===== config.mk =====
export PLATFORM = sky130hd
export DESIGN_NAME = lut_arbiter
export DESIGN_NICKNAME = d
export VERILOG_FILES = /design/src/rtl/lut_arbiter.sv
export SDC_FILE = /design/constraint.sdc
export NUM_CORES = 1
export LEC_CHECK = 0
export ABC_AREA = 0
export ABC_CLOCK_PERIOD_IN_PS = 5700
export CAP_MARGIN = 10
export CORE_UTILIZATION = 45
export DETAILED_ROUTE_END_ITERATION = 16
export DONT_BUFFER_PORTS = 1
export PLACE_DENSITY = 0.66
export SLEW_MARGIN = 20
export SYNTH_ARGS = -nofsm -noshare
export SYNTH_HDL_FRONTEND = slang
export SYNTH_SLANG_ARGS = --single-unit

===== constraint.sdc =====
create_clock -name clk -period 5.7 [get_ports clk]
set_clock_uncertainty 0.1 [all_clocks]
set_input_delay 1.14 -clock clk [delete_from_list [all_inputs] [get_ports clk]]
set_output_delay 1.14 -clock clk [all_outputs]
set_load 0.05 [all_outputs]

===== src/rtl/lut_arbiter.sv =====
// Round-robin arbiter sharing one synchronous-read lut ROM between requesters.
// Fixed 3-cycle latency from grant to one-hot response strobe.
module lut_arbiter #(
    parameter int NUM_REQ    = 3,
    parameter int ADDR_WIDTH = 6,
    parameter int DATA_WIDTH = 8
) (
    input  logic                          clk,
    input  logic                          reset,
    input  logic [NUM_REQ-1:0]            req_valid,
    input  logic [NUM_REQ*ADDR_WIDTH-1:0] req_addr,
    output logic [NUM_REQ-1:0]            req_ready,
    output logic [ADDR_WIDTH-1:0]         lut_addr,
    input  logic [DATA_WIDTH-1:0]         lut_data,
    output logic [NUM_REQ-1:0]            rsp_valid,
    output logic [DATA_WIDTH-1:0]         rsp_data,
    output logic                          busy
);

    localparam int IDW = (NUM_REQ > 1) ? $clog2(NUM_REQ) : 1;
    localparam logic [IDW-1:0] LAST = IDW'(NUM_REQ - 1);

    logic [IDW-1:0]        r_ptr;
    logic [ADDR_WIDTH-1:0] r_lut_addr;
    logic                  r_v1;
    logic                  r_v2;
    logic [IDW-1:0]        r_id1;
    logic [IDW-1:0]        r_id2;
    logic [NUM_REQ-1:0]    r_rsp_valid;
    logic [DATA_WIDTH-1:0] r_rsp_data;

    logic [NUM_REQ-1:0]    w_ready;
    logic [IDW-1:0]        w_gnt;
    logic [ADDR_WIDTH-1:0] w_addr;
    logic                  w_xfer;

    // Search starts at the pointer and wraps; first valid requester wins.
    always_comb begin
        int idx;
        idx     = 0;
        w_ready = '0;
        w_gnt   = '0;
        w_addr  = '0;
        w_xfer  = 1'b0;
        for (int k = 0; k < NUM_REQ; k++) begin
            idx = int'(r_ptr) + k;
            if (idx >= NUM_REQ) begin
                idx = idx - NUM_REQ;
            end
            if (!w_xfer && !reset && req_valid[idx]) begin
                w_xfer       = 1'b1;
                w_ready[idx] = 1'b1;
                w_gnt        = IDW'(idx);
                w_addr       = req_addr[idx*ADDR_WIDTH +: ADDR_WIDTH];
            end
        end
    end

    always_ff @(posedge clk or posedge reset) begin
        if (reset) begin
            r_ptr       <= '0;
            r_lut_addr  <= '0;
            r_v1        <= 1'b0;
            r_v2        <= 1'b0;
            r_id1       <= '0;
            r_id2       <= '0;
            r_rsp_valid <= '0;
            r_rsp_data  <= '0;
        end else begin
            if (w_xfer) begin
                r_ptr      <= (w_gnt == LAST) ? '0 : w_gnt + 1'b1;
                r_lut_addr <= w_addr;
            end
            r_v1  <= w_xfer;
            r_id1 <= w_gnt;
            // ROM samples lut_addr while the tag moves to stage 2.
            r_v2  <= r_v1;
            r_id2 <= r_id1;
            r_rsp_valid <= r_v2 ? (NUM_REQ'(1) << r_id2) : '0;
            if (r_v2) begin
                r_rsp_data <= lut_data;
            end
        end
    end

    assign req_ready = w_ready;
    assign lut_addr  = r_lut_addr;
    assign rsp_valid = r_rsp_valid;
    assign rsp_data  = r_rsp_data;
    assign busy      = r_v1 | r_v2 | (|r_rsp_valid);

endmodule


==> metrics.txt <==
# TYPE chip_impl_metric gauge
chip_impl_info{name="run_status",value="finished, final reports clean"} 1
chip_impl_metric{name="post_cts_repair_resize_count",unit=""} 0
chip_impl_metric{name="relSlewSlack",unit=""} 0.2936
chip_impl_metric{name="setup_viol_count_final",unit=""} 0
chip_impl_metric{name="syn-instance-count",unit=""} 260
chip_impl_metric{name="synth_adder_area_share",unit=""} 0.05354
chip_impl_info{name="critical_path.startpoint_type",value="flop"} 1
chip_impl_metric{name="postSynthRegisterBits",unit=""} 25
chip_impl_metric{name="die_x",unit="µm"} 78.27
chip_impl_metric{name="crit_fanout",unit=""} 49
chip_impl_info{name="critical_path_cell_list",value="inv_1 > ha_2 > inv_1 > o31ai_2 > a222oi_1 > inv_1"} 1
chip_impl_metric{name="synth_xor_area_frac",unit=""} 0.006692
chip_impl_metric{name="fin_tns_setup",unit="ps"} 0
chip_impl_metric{name="share_of_synthesized_cell_area_in_and_or_nand_and_nor_gates",unit=""} 0.1730
chip_impl_metric{name="final_cell_count_no_fill",unit=""} 319
chip_impl_info{name="unrepaired_setup_endpoints_after_global_routing",value="false"} 1
chip_impl_metric{name="finalWirelength",unit="µm"} 6443
chip_impl_metric{name="instance_area_at_placement",unit="µm²"} 2621
chip_impl_metric{name="cts-hold-fix-buffers",unit=""} 0
chip_impl_metric{name="worst_hold_margin",unit="ps"} 252.0
chip_impl_metric{name="cts.sink_count",unit=""} 25
chip_impl_metric{name="timing.final.max_slew_violations",unit=""} 0
chip_impl_metric{name="coreArea",unit="µm²"} 5540
chip_impl_metric{name="hold_violations",unit=""} 0
chip_impl_metric{name="grt_antenna_before_repair",unit=""} 0
chip_impl_metric{name="peakVddDrop",unit="µV"} 333.5
chip_impl_metric{name="num_io_pins",unit=""} 52
chip_impl_info{name="synthFlopType",value="sky130_fd_sc_hd__dfrtp_1"} 1
chip_impl_metric{name="power.density",unit="nW/µm²"} 643.3
chip_impl_metric{name="global_route_wire_length_before_repair",unit="µm"} 10740
chip_impl_metric{name="antenna_violating_nets_post_route",unit=""} 0
chip_impl_metric{name="static-leakage-power",unit="nW"} 1.076
chip_impl_info{name="main_combinational_cell_family_by_area_after_synthesis",value="multiplexers"} 1
chip_impl_info{name="path_class",value="reg -> out"} 1
chip_impl_metric{name="buffer_ports.inserted",unit=""} 0
chip_impl_metric{name="first_global_vias",unit=""} 2082
chip_impl_metric{name="drc",unit=""} 0
chip_impl_metric{name="synth-compound-area-share",unit=""} 0.1697
chip_impl_metric{name="postCtsSetupRepairBufs",unit=""} 0
chip_impl_metric{name="cts-htree-levels",unit=""} 1
chip_impl_metric{name="synthDistinctLibCells",unit=""} 58
chip_impl_metric{name="fp.dieArea",unit="µm²"} 6125
chip_impl_info{name="hold_path_class",value="reg -> reg"} 1
chip_impl_info{name="most-common-layout-cells",value="sky130_fd_sc_hd__dfrtp_1, sky130_fd_sc_hd__mux4_2, sky130_fd_sc_hd__nand2_1, sky130_fd_sc_hd__mux2i_1, sky130_fd_sc_hd__nor2_1"} 1
chip_impl_metric{name="ys.warnings.count",unit=""} 0
chip_impl_info{name="crit_path_top_delay_cell",value="sky130_fd_sc_hd__ha_2"} 1
chip_impl_info{name="layout.cells.most_common",value="sky130_fd_sc_hd__dfrtp_1"} 1
chip_impl_metric{name="timing.critical_path.arrival",unit="ps"} 3590
chip_impl_metric{name="drt_iter0_drc",unit=""} 236
chip_impl_metric{name="async_reset_ff_frac",unit=""} 1.000
chip_impl_info{name="tritoncts",value="done"} 1
chip_impl_metric{name="maximum_clock_rate",unit="MHz"} 207.2
chip_impl_metric{name="synth-seq-area-share",unit=""} 0.2390
chip_impl_metric{name="finalWorstPathRequiredPeriod",unit="ps"} 4827
chip_impl_metric{name="timing.max_cap.violations",unit=""} 0
chip_impl_metric{name="avgSynthCellArea",unit="µm²"} 10.07
chip_impl_metric{name="cts-root-to-sink-buffers",unit=""} 2
chip_impl_metric{name="synth_edf_count",unit=""} 0
chip_impl_info{name="cts-root-buf",value="sky130_fd_sc_hd__clkbuf_8"} 1
chip_impl_metric{name="critPathMaxStageDelay",unit="ps"} 1050
chip_impl_metric{name="post_synth_mux_area_share",unit=""} 0.2954
chip_impl_metric{name="wl_per_cell",unit="µm"} 20.20
chip_impl_metric{name="numPlacedInstances",unit=""} 315
chip_impl_info{name="critical_path.most_common_cell",value="sky130_fd_sc_hd__inv_1"} 1
chip_impl_metric{name="std_cell_rows",unit=""} 27
chip_impl_metric{name="grt.overflow.total",unit=""} 0
chip_impl_metric{name="dr_total_vias",unit=""} 2167
chip_impl_metric{name="avgViaCountPerCell",unit=""} 6.793
chip_impl_info{name="crit_path_end_kind",value="primary output"} 1
chip_impl_metric{name="worst-path-buf-inv",unit=""} 3
chip_impl_metric{name="critPathRequiredTime",unit="ps"} 4460
chip_impl_metric{name="worstMarginPinSlew",unit="ps"} 1060
chip_impl_metric{name="drt_first_pass_iters",unit=""} 5
chip_impl_metric{name="final_area",unit="µm²"} 2666
chip_impl_metric{name="layout-area-overhead-vs-synth",unit="%"} 1.864
chip_impl_metric{name="tritoncts.num_buffers",unit=""} 3
chip_impl_metric{name="period_share",unit=""} 0.8468
chip_impl_metric{name="insertion_delay",unit="ps"} 260
chip_impl_metric{name="floorplan.die.height",unit="µm"} 78.27
chip_impl_metric{name="floorplan.initialDensity",unit=""} 0.4724
chip_impl_info{name="critical-path-top-delay-family",value="adder cells"} 1
chip_impl_metric{name="grt_use_total",unit=""} 0.2203
chip_impl_metric{name="detailed_place_hpwl",unit="µm"} 4698
chip_impl_metric{name="gp_routability_congestion",unit=""} 0.8816
chip_impl_metric{name="clkTransAtPathRegs",unit="ps"} 80
chip_impl_metric{name="nets",unit=""} 289
chip_impl_metric{name="rrSetupSlack",unit="ps"} 2260
chip_impl_metric{name="synthesis.nets",unit=""} 301
chip_impl_metric{name="mappedNetlistArea",unit="µm²"} 2618
chip_impl_metric{name="antenna_cells_inserted",unit=""} 0
chip_impl_metric{name="grt_max_degree",unit=""} 50
chip_impl_metric{name="post_route_cells_drive_above_1_share",unit=""} 0.1660
==> metal layers <==
layer,part of all wire,wire (µm),track usage,up-vias
li1,-,-,-,992
met1,0.46,2988,0.3316,1055
met2,0.45,2908,0.3377,111
met3,0.076,490,0.02558,9
met4,0.0087,56,0.04815,0
met5,0,0,0,-
==> cell usage after synthesis, types with 4 or more instances <==
cell	count	area [µm²]
sky130_fd_sc_hd__o211ai_1	6	45.04
sky130_fd_sc_hd__mux4_1	4	105.1
sky130_fd_sc_hd__ha_1	8	100.1
sky130_fd_sc_hd__mux2_2	12	135.1
sky130_fd_sc_hd__buf_2	7	35.03
sky130_fd_sc_hd__nand3_1	13	65.06
sky130_fd_sc_hd__clkbuf_1	8	30.03
sky130_fd_sc_hd__nor3b_1	4	30.03
sky130_fd_sc_hd__nand4_1	5	31.28
sky130_fd_sc_hd__dfrtp_1	25	625.6
sky130_fd_sc_hd__nand2_1	15	56.30
sky130_fd_sc_hd__o21ai_0	13	65.06
sky130_fd_sc_hd__a21oi_1	5	25.02
sky130_fd_sc_hd__nand2b_1	9	56.30
sky130_fd_sc_hd__nor2_1	14	52.55
sky130_fd_sc_hd__mux2i_1	15	150.1
sky130_fd_sc_hd__o2111ai_1	7	61.31
sky130_fd_sc_hd__inv_1	13	48.80
sky130_fd_sc_hd__a211oi_1	5	37.54
sky130_fd_sc_hd__mux4_2	17	382.9
sky130_fd_sc_hd__and2_1	4	25.02
==> area by class of cell <==
type,count,area [µm²]
sequential,25,625.6
fill,525,2874
multi-input combinational,202,1834
timing repair buffer,3,22.52
inverter,13,48.80
clock buffer,4,45.04
tap,72,90.09
==> cells by family (layout without fill, tap and decap cells) <==
group	count (synthesis)	count (layout)
xor+xnor	2	2
flops	25	25
mux	48	48
other cells	1	1
buf+inv	33	20
fa+ha+maj	10	10
compound gates	59	59
simple gates	82	82
==> stage by stage <==
stage	total power, mW	setup WS, ps	utilization
after global routing	1.837	560.6	0.4813
after CTS	1.709	889.6	0.4813
final	1.715	873.1	0.4813
after detailed placement	1.603	1177	0.4731
after floorplan	1.451	1772	-
after global placement	1.598	1309	0.4731
==> final timing paths <==
kind	startpoint	to	depth (start not counted)
max	r_ptr[1]	req_ready[0]	6
min	r_id1[0]	r_id2[0]	0
max reg2reg	r_ptr[1]	lut_addr[2]	8
min reg2reg	r_id1[0]	r_id2[0]	0
max in group asynchronous	reset	r_v1	2
min in group asynchronous	reset	r_ptr[0]	2
==> flip-flops by register name, indices dropped and copies added (netlist names) <==
| register | flops |
|---|---|
| r_v1 | 1 |
| lut_addr | 6 |
| r_ptr | 2 |
| r_v2 | 1 |
| rsp_valid | 3 |
| r_id2 | 2 |
| r_id1 | 2 |
| rsp_data | 8 |
==> where the power goes <==
group / switching (mW) / total (mW) / internal (mW)
combinational: 0.637 / 1.12 / 0.480
clock: 0.0509 / 0.101 / 0.0498
sequential: 0.249 / 0.497 / 0.249
total: 0.937 / 1.72 / 0.778
No activity file was read; power rests on OpenSTA's default activity.
